$ cat src/rtl/dcache_axi_write_bridge.sv
// Write-buffer line-write responder: captures one dirty cache line and issues it as a
// single AXI INCR burst, then returns a one-cycle completion (and error) pulse upstream.
module dcache_axi_write_bridge #(
    parameter int         LINE_WIDTH = 256,
    parameter int         AXI_DW     = 32,
    parameter logic [3:0] AXI_ID     = 4'h1
) (
    input  logic                  clk,
    input  logic                  rst,
    input  logic                  mem_wen_i,
    input  logic [31:0]           mem_awaddr_i,
    input  logic [LINE_WIDTH-1:0] mem_wdata_i,
    output logic                  mem_bvalid_o,
    output logic                  mem_berr_o,
    output logic [3:0]            awid,
    output logic [31:0]           awaddr,
    output logic [3:0]            awlen,
    output logic [2:0]            awsize,
    output logic [1:0]            awburst,
    output logic                  awvalid,
    input  logic                  awready,
    output logic [AXI_DW-1:0]     wdata,
    output logic [AXI_DW/8-1:0]   wstrb,
    output logic                  wlast,
    output logic                  wvalid,
    input  logic                  wready,
    input  logic [1:0]            bresp,
    input  logic                  bvalid,
    output logic                  bready
);

    localparam int BEATS = LINE_WIDTH / AXI_DW;
    localparam int CNT_W = (BEATS > 1) ? $clog2(BEATS) : 1;
    localparam logic [31:0]      LINE_MASK = 32'(LINE_WIDTH / 8 - 1);
    localparam logic [CNT_W-1:0] PENULT    = CNT_W'(BEATS - 2);

    localparam logic [2:0] IDLE = 3'd0;
    localparam logic [2:0] AW   = 3'd1;
    localparam logic [2:0] W    = 3'd2;
    localparam logic [2:0] B    = 3'd3;
    localparam logic [2:0] RESP = 3'd4;

    logic [2:0]            state;
    logic [CNT_W-1:0]      beat_cnt;
    logic [LINE_WIDTH-1:0] line;

    assign awid    = AXI_ID;
    assign awlen   = 4'(BEATS - 1);
    assign awsize  = 3'($clog2(AXI_DW / 8));
    assign awburst = 2'b01;
    assign wstrb   = '1;
    // The captured line is shifted down one beat per W handshake, so wdata is a flop output.
    assign wdata   = line[AXI_DW-1:0];

    always_ff @(posedge clk or negedge rst) begin
        if (!rst) begin
            state        <= IDLE;
            beat_cnt     <= '0;
            line         <= '0;
            awaddr       <= '0;
            awvalid      <= 1'b0;
            wvalid       <= 1'b0;
            wlast        <= 1'b0;
            bready       <= 1'b0;
            mem_bvalid_o <= 1'b0;
            mem_berr_o   <= 1'b0;
        end else begin
            mem_bvalid_o <= 1'b0;
            mem_berr_o   <= 1'b0;
            case (state)
                IDLE: begin
                    if (mem_wen_i) begin
                        awaddr  <= mem_awaddr_i & ~LINE_MASK;
                        line    <= mem_wdata_i;
                        awvalid <= 1'b1;
                        state   <= AW;
                    end
                end
                AW: begin
                    if (awready) begin
                        awvalid  <= 1'b0;
                        wvalid   <= 1'b1;
                        beat_cnt <= '0;
                        wlast    <= (BEATS == 1);
                        state    <= W;
                    end
                end
                W: begin
                    if (wready) begin
                        if (wlast) begin
                            wvalid <= 1'b0;
                            wlast  <= 1'b0;
                            bready <= 1'b1;
                            state  <= B;
                        end else begin
                            beat_cnt <= beat_cnt + CNT_W'(1);
                            line     <= line >> AXI_DW;
                            wlast    <= (beat_cnt == PENULT);
                        end
                    end
                end
                B: begin
                    if (bvalid) begin
                        bready       <= 1'b0;
                        mem_bvalid_o <= 1'b1;
                        mem_berr_o   <= (bresp != 2'b00);
                        state        <= RESP;
                    end
                end
                // Completion pulse is visible here; the request level is not looked at until IDLE.
                RESP: state <= IDLE;
                default: state <= IDLE;
            endcase
        end
    end

endmodule

$ cat config.mk
export PLATFORM = sky130hd
export DESIGN_NAME = dcache_axi_write_bridge
export DESIGN_NICKNAME = d
export VERILOG_FILES = /design/src/rtl/dcache_axi_write_bridge.sv
export SDC_FILE = /design/constraint.sdc
export NUM_CORES = 1
export LEC_CHECK = 0
export ABC_AREA = 1
export BUFFER_PORTS_ARGS = -buffer_cell sky130_fd_sc_hd__buf_2
export CAP_MARGIN = 30
export CORE_AREA = 2 2 164 182
export CTS_CLUSTER_DIAMETER = 200
export DETAILED_ROUTE_END_ITERATION = 6
export DIE_AREA = 0 0 166 184
export GPL_ROUTABILITY_DRIVEN = 0
export PLACE_DENSITY_LB_ADDON = 0.12
export SYNTH_ARGS = -nofsm -noshare
export SYNTH_HDL_FRONTEND = slang
export SYNTH_SLANG_ARGS = --single-unit
$ cat constraint.sdc
create_clock -name clk -period 4.51 [get_ports clk]
set_input_delay 0.6765 -clock clk [delete_from_list [all_inputs] [get_ports clk]]
set_output_delay 0.6765 -clock clk [all_outputs]
set_load 0.005 [all_outputs]
### Word-level counts from Yosys, hierarchy flattened

Index checks and enable logic that the tools add are counted.
Widths: inputs -> output; s select.

| word-level totals | value |
|---|---|
| register bits | 295 |
| output and inout bits | 87 |
| word-level logic and storage cells | 67 |

| cells by class | value |
|---|---|
| $add $sub $neg | 1 |
| equal/unequal tests | 10 |
| muxes and demuxes | 32 |
| reductions and logical operators | 14 |

Operators with widths:

| operator | number |
|---|---|
| $mux 256 | 3 |
| $pmux 256 s2 | 1 |
| $mux 3 | 8 |
| $reduce_and 4->1 | 4 |
| $mux 1 | 14 |
| $ne 2x2->1 const B | 6 |
| $pmux 3 s4 | 1 |
| $reduce_bool 2->1 | 5 |
| $pmux 1 s2 | 4 |
| $eq 3x2->1 const B | 2 |
| $pmux 3 s2 | 1 |
| $reduce_and 3->1 | 2 |
| $reduce_and 5->1 | 1 |
| $add 3x1->3 const B | 1 |
| $eq 3x1->1 const B | 1 |
| $eq 3x3->1 const B | 1 |
| $logic_not 3->1 | 1 |
| $reduce_and 2->1 | 1 |

### Logic depth before layout (Yosys ltp)

| depth | value |
|---|---|
| word-level depth | 4 |
| gate-level depth with buffers | 10 |

### Worst setup path before layout

Ideal clock, no wire load.

| timing path | value |
|---|---|
| path type | input-to-reg |
| start point | input port mem_wen_i |
| end point | register line[111] |
| library setup time | 0.130 ns |
| arrival | 1.466 ns |
| setup slack | 2.914 ns |
| stages | 6 |
| buffers on the path | 2 |
| cells stage by stage | nand3_1 nand2_2 nand2_2 buf_2 buf_1 o21ai_1 |

| between the ends | value |
|---|---|
| longest elaborated chain between the ends | 2 |

Ends and longest elaborated chain:

| item | RTL line | RTL |
|---|---|---|
| start: declaration | 10 | `input logic mem_wen_i,` |
| $ne 2x2->1 (no source line) | -- |  |
| $reduce_and 4->1 (no source line) | -- |  |
| end signal: assignment | 74 | `line <= mem_wdata_i;` |
| end signal: assignment | 97 | `line <= line >> AXI_DW;` |
| end: declaration | 45 | `logic [LINE_WIDTH-1:0] line;` |

Every way passes these cells.
A chain may end at the register's enable or synchronous reset.

### Worst setup path after layout

| timing path | value |
|---|---|
| start point | register state[1] |
| end point | register line[217] |

| between the ends | value |
|---|---|
| longest elaborated chain between the ends | 3 |
| elaborated cells between the ends (all ways) | 8 |
| those cells by class | 4 x eq/ne; 1 x mux; 3 x reduce/logical |

Ends and longest elaborated chain:

| item | RTL line | RTL |
|---|---|---|
| start: declaration | 43 | `logic [2:0] state;` |
| start signal: assignment | 57 | `state <= IDLE;` |
| start signal: assignment | 76 | `state <= AW;` |
| start signal: assignment | 85 | `state <= W;` |
| $eq 3x2->1 / $logic_not 3->1 (equally long branches) | 70 | `case (state)` |
| $ne 2x2->1 (no source line) / $reduce_bool 2->1 (equally long branches) | -- |  |
| $reduce_and 4->1 (no source line) | -- |  |

Several ways; a longest one is shown, not always the timed one.

==> impl_metrics.toml <==
[outcome]
status = "finished clean"

[critical_path]
crit_path_start = "state[1]$_DFFE_PN0P_"
crit_slowest_cell = "nand2_8"
r2r_start = "state[1]$_DFFE_PN0P_"
cp.required_ns = 4.93
rrSetupSlack_ns = 1.25
rr_worst_depth = 8
critPathMaxStageDelay_ns = 0.66
path_delay_family = "simple AND/OR/NAND/NOR gates"
start_kind = "register"
cp_common_cell = "buf_4"
cp-end-kind = "register"
endpoint = "line[217]$_DFFE_PN0P_"
rr_endpoint = "line[217]$_DFFE_PN0P_"
path_class = "register to register"
path_cells = "inv_1, nand3_2, buf_4, nand2_2, nand2_8, buf_4, nand2_1, o21ai_1"
cp_num_cells = 8
arrival_ns = 3.68
cp_num_buf_inv = 3
crit_fanout = 105

[timing]
setup-violations-final = 0
slew_headroom_pct = 36.72
rsz0062_at_grt = "no"
worst_pin_slew_ns = 0.9493
fin_crit_sh_pct = 72.25
fin_skew_ns = 0.01514
hold_viol = 0
setup_tns_ns = 0
maxSlewViolCount = 0
period_minus_slack_ns = 3.258
fmax_mhz = 306.9

[finish]
final_util_pct = 59.31
area_delta_synth_final_pct = 18.93
drive_above_1_share_pct = 20.10
fin_nets = 2389

[global_route]
busiest_layer = "met2"
antenna_found_initial = 11
grt_max_degree = 197
grt_use_met3_pct = 4.909
grt_usage_pct = 21.80
overflow = 0
grt_util_met1_pct = 31.19
grt_pass1_wl_um = 55390
grt_pass1_vias = 11140
grtUsageMet2_pct = 33.83

[clocking]
tritoncts = "done"
cts_hold_buf = 0
clk_pin_slew_ns = 0.06
cts_setup_buffers = 0
cts_resized = 0
cts-root-buf = "clkbuf_16"
clock_latency_ns = 0.51
clockBufferDepth = 3
cts_buffers = 34
clock-sinks = 295
htreeDepth = 2

[floorplanning]
die_w_um = 166
core_area_sq_um = 28550
die-area_sq_um = 30540
die_h_um = 184
io_pins = 383
initial_core_util_pct = 49.87
std_cell_rows = 65

[route]
drcViolationCount = 0
drt_iter0_drc = 824
routed_wl_um = 33240
wl_per_cell_um = 13.35
vias_per_cell = 4.701
postRouteAntennaNets = 0
firstDrtPassIters = 5
via_count = 11700

[synth]
netlist_instances = 1835
synth-compound-area-share_pct = 17.07
synth-adder-area-share_pct = 0.1758
yosysSeqAreaShare_pct = 51.86
ys_seq_elements = 295
synth-xor-area-share_pct = 0.06153
post_synth_mux_area_share_pct = 0
synth_cell_type_count = 21
mappedNetlistArea_sq_um = 14230
synth_simple_gate_area_share_pct = 16.88
synth_warnings = 0
syn_area_per_cell_sq_um = 7.757
synth_top_family_by_area = "compound AO/OA/AOI/OAI gates"

[placement]
port_buffers = 355
dp_hpwl_um = 22870

[power]
peakVddDrop_mv = 0.5578
powerDensity_nw_per_um2 = 712.1
power_leakage_uw = 0.009581

[flow_run]
cap_violations = 0

[min_path]
hold_path_class = "input port to asynchronous set/reset pin"
==> through the flow <==
stage	total power [uW]	hold slack (ns)	instance area (sq um)	std cells	setup WS [ns]
3_5_place_dp	9481	0.4530	15800	2422	1.189
5_1_grt	13250	0.3520	16930	2487	0.8902
3_3_place_gp	9306	0.4478	15800	2422	1.223
6_report	12060	0.2813	16930	2489	1.252
4_1_cts	12190	0.3265	16880	2481	1.200
2_1_floorplan	8437	0.3809	14310	1855	2.914
==> worst register-to-register path: cells and delay by family (launching register included) <==
kind                   cells  cell delay, ns
DFF                        1            0.55
buffers and inverters      3            1.13
AOI/OAI and AO/OA          1            0.09
and+or+nand+nor            4            1.42
==> cells by family (layout without fill, tap and decap cells) <==
| logic type | Yosys count | after routing |
|---|---|---|
| compound gates | 484 | 484 |
| buf+inv | 432 | 691 |
| fa+ha+maj | 2 | 2 |
| simple gates | 619 | 619 |
| other cells | 2 | 29 |
| xor+xnor | 1 | 1 |
| flops | 295 | 295 |
==> sequential cells by signal (all words and copies together) (netlist names) <==
name / cells
awvalid: 1
line: 256
awaddr: 27
mem_bvalid_o: 1
bready: 1
mem_berr_o: 1
wlast: 1
wvalid: 1
state: 3
beat_cnt: 3
==> cells in the mapped netlist (all sizes together) <==
cell type    n  share of area, %
nor2        10              0.32
conb         2             0.053
o21ai      481                17
o21a         1             0.053
ha           2              0.18
o21bai       2              0.11
xnor2        1             0.062
nand4        2             0.088
nand3       44               1.6
dfrtp      295                52
buf        119               5.6
clkbuf      51               1.3
nand2      563                15
inv        262               6.9
==> cell type report <==
cell class	instances	area, sq um
inverter	262	983.4
clock inverter	5	25.02
tap	368	460.4
antenna	7	17.52
multi-input combinational	1128	4982
fill	2681	11620
timing repair buffer	370	2019
clock buffer	54	1060
sequential	295	7382
==> how the worst min path moves through the flow <==
stage,from,end,slack (ns),depth (start not counted)
after floorplan,rst,awaddr[10]$_DFFE_PN0P_,0.38,0
after global placement,line[247]$_DFFE_PN0P_,line[247]$_DFFE_PN0P_,0.45,2
after detailed placement,line[236]$_DFFE_PN0P_,line[236]$_DFFE_PN0P_,0.45,2
after CTS,rst,line[18]$_DFFE_PN0P_,0.33,1
after global routing,rst,line[18]$_DFFE_PN0P_,0.35,1
final,rst,line[16]$_DFFE_PN0P_,0.28,1
==> where the power goes <==
| group | internal (uW) | switching, uW |
|---|---|---|
| clock | 1610 | 1040 |
| combinational | 1690 | 3070 |
| sequential | 3990 | 656 |
==> layout by cell type, fill, tap and decap left out <==
master     instances
buf_12             8
buf_16             1
buf_2            354
buf_4              6
buf_8              1
clkbuf_1          10
clkbuf_16         37
clkbuf_8           7
clkinv_2           5
conb_1            22
dfrtp_1          295
diode_2            7
ha_1               2
inv_1            262
nand2_1          560
nand2_2            1
nand2_8            2
nand3_1           42
nand3_2            2
nand4_1            2
nor2_1             9
nor2_4             1
o21a_1             1
o21ai_0          260
o21ai_1          221
o21bai_1           2
xnor2_1            1
==> per-layer routing <==
layer  wire [um]  up-vias
li1            -     6201
met1       15840     5140
met2       14660      299
met3        1999       54
met4         684        8
met5          48        -
Power figures use the tool's default switching activity.
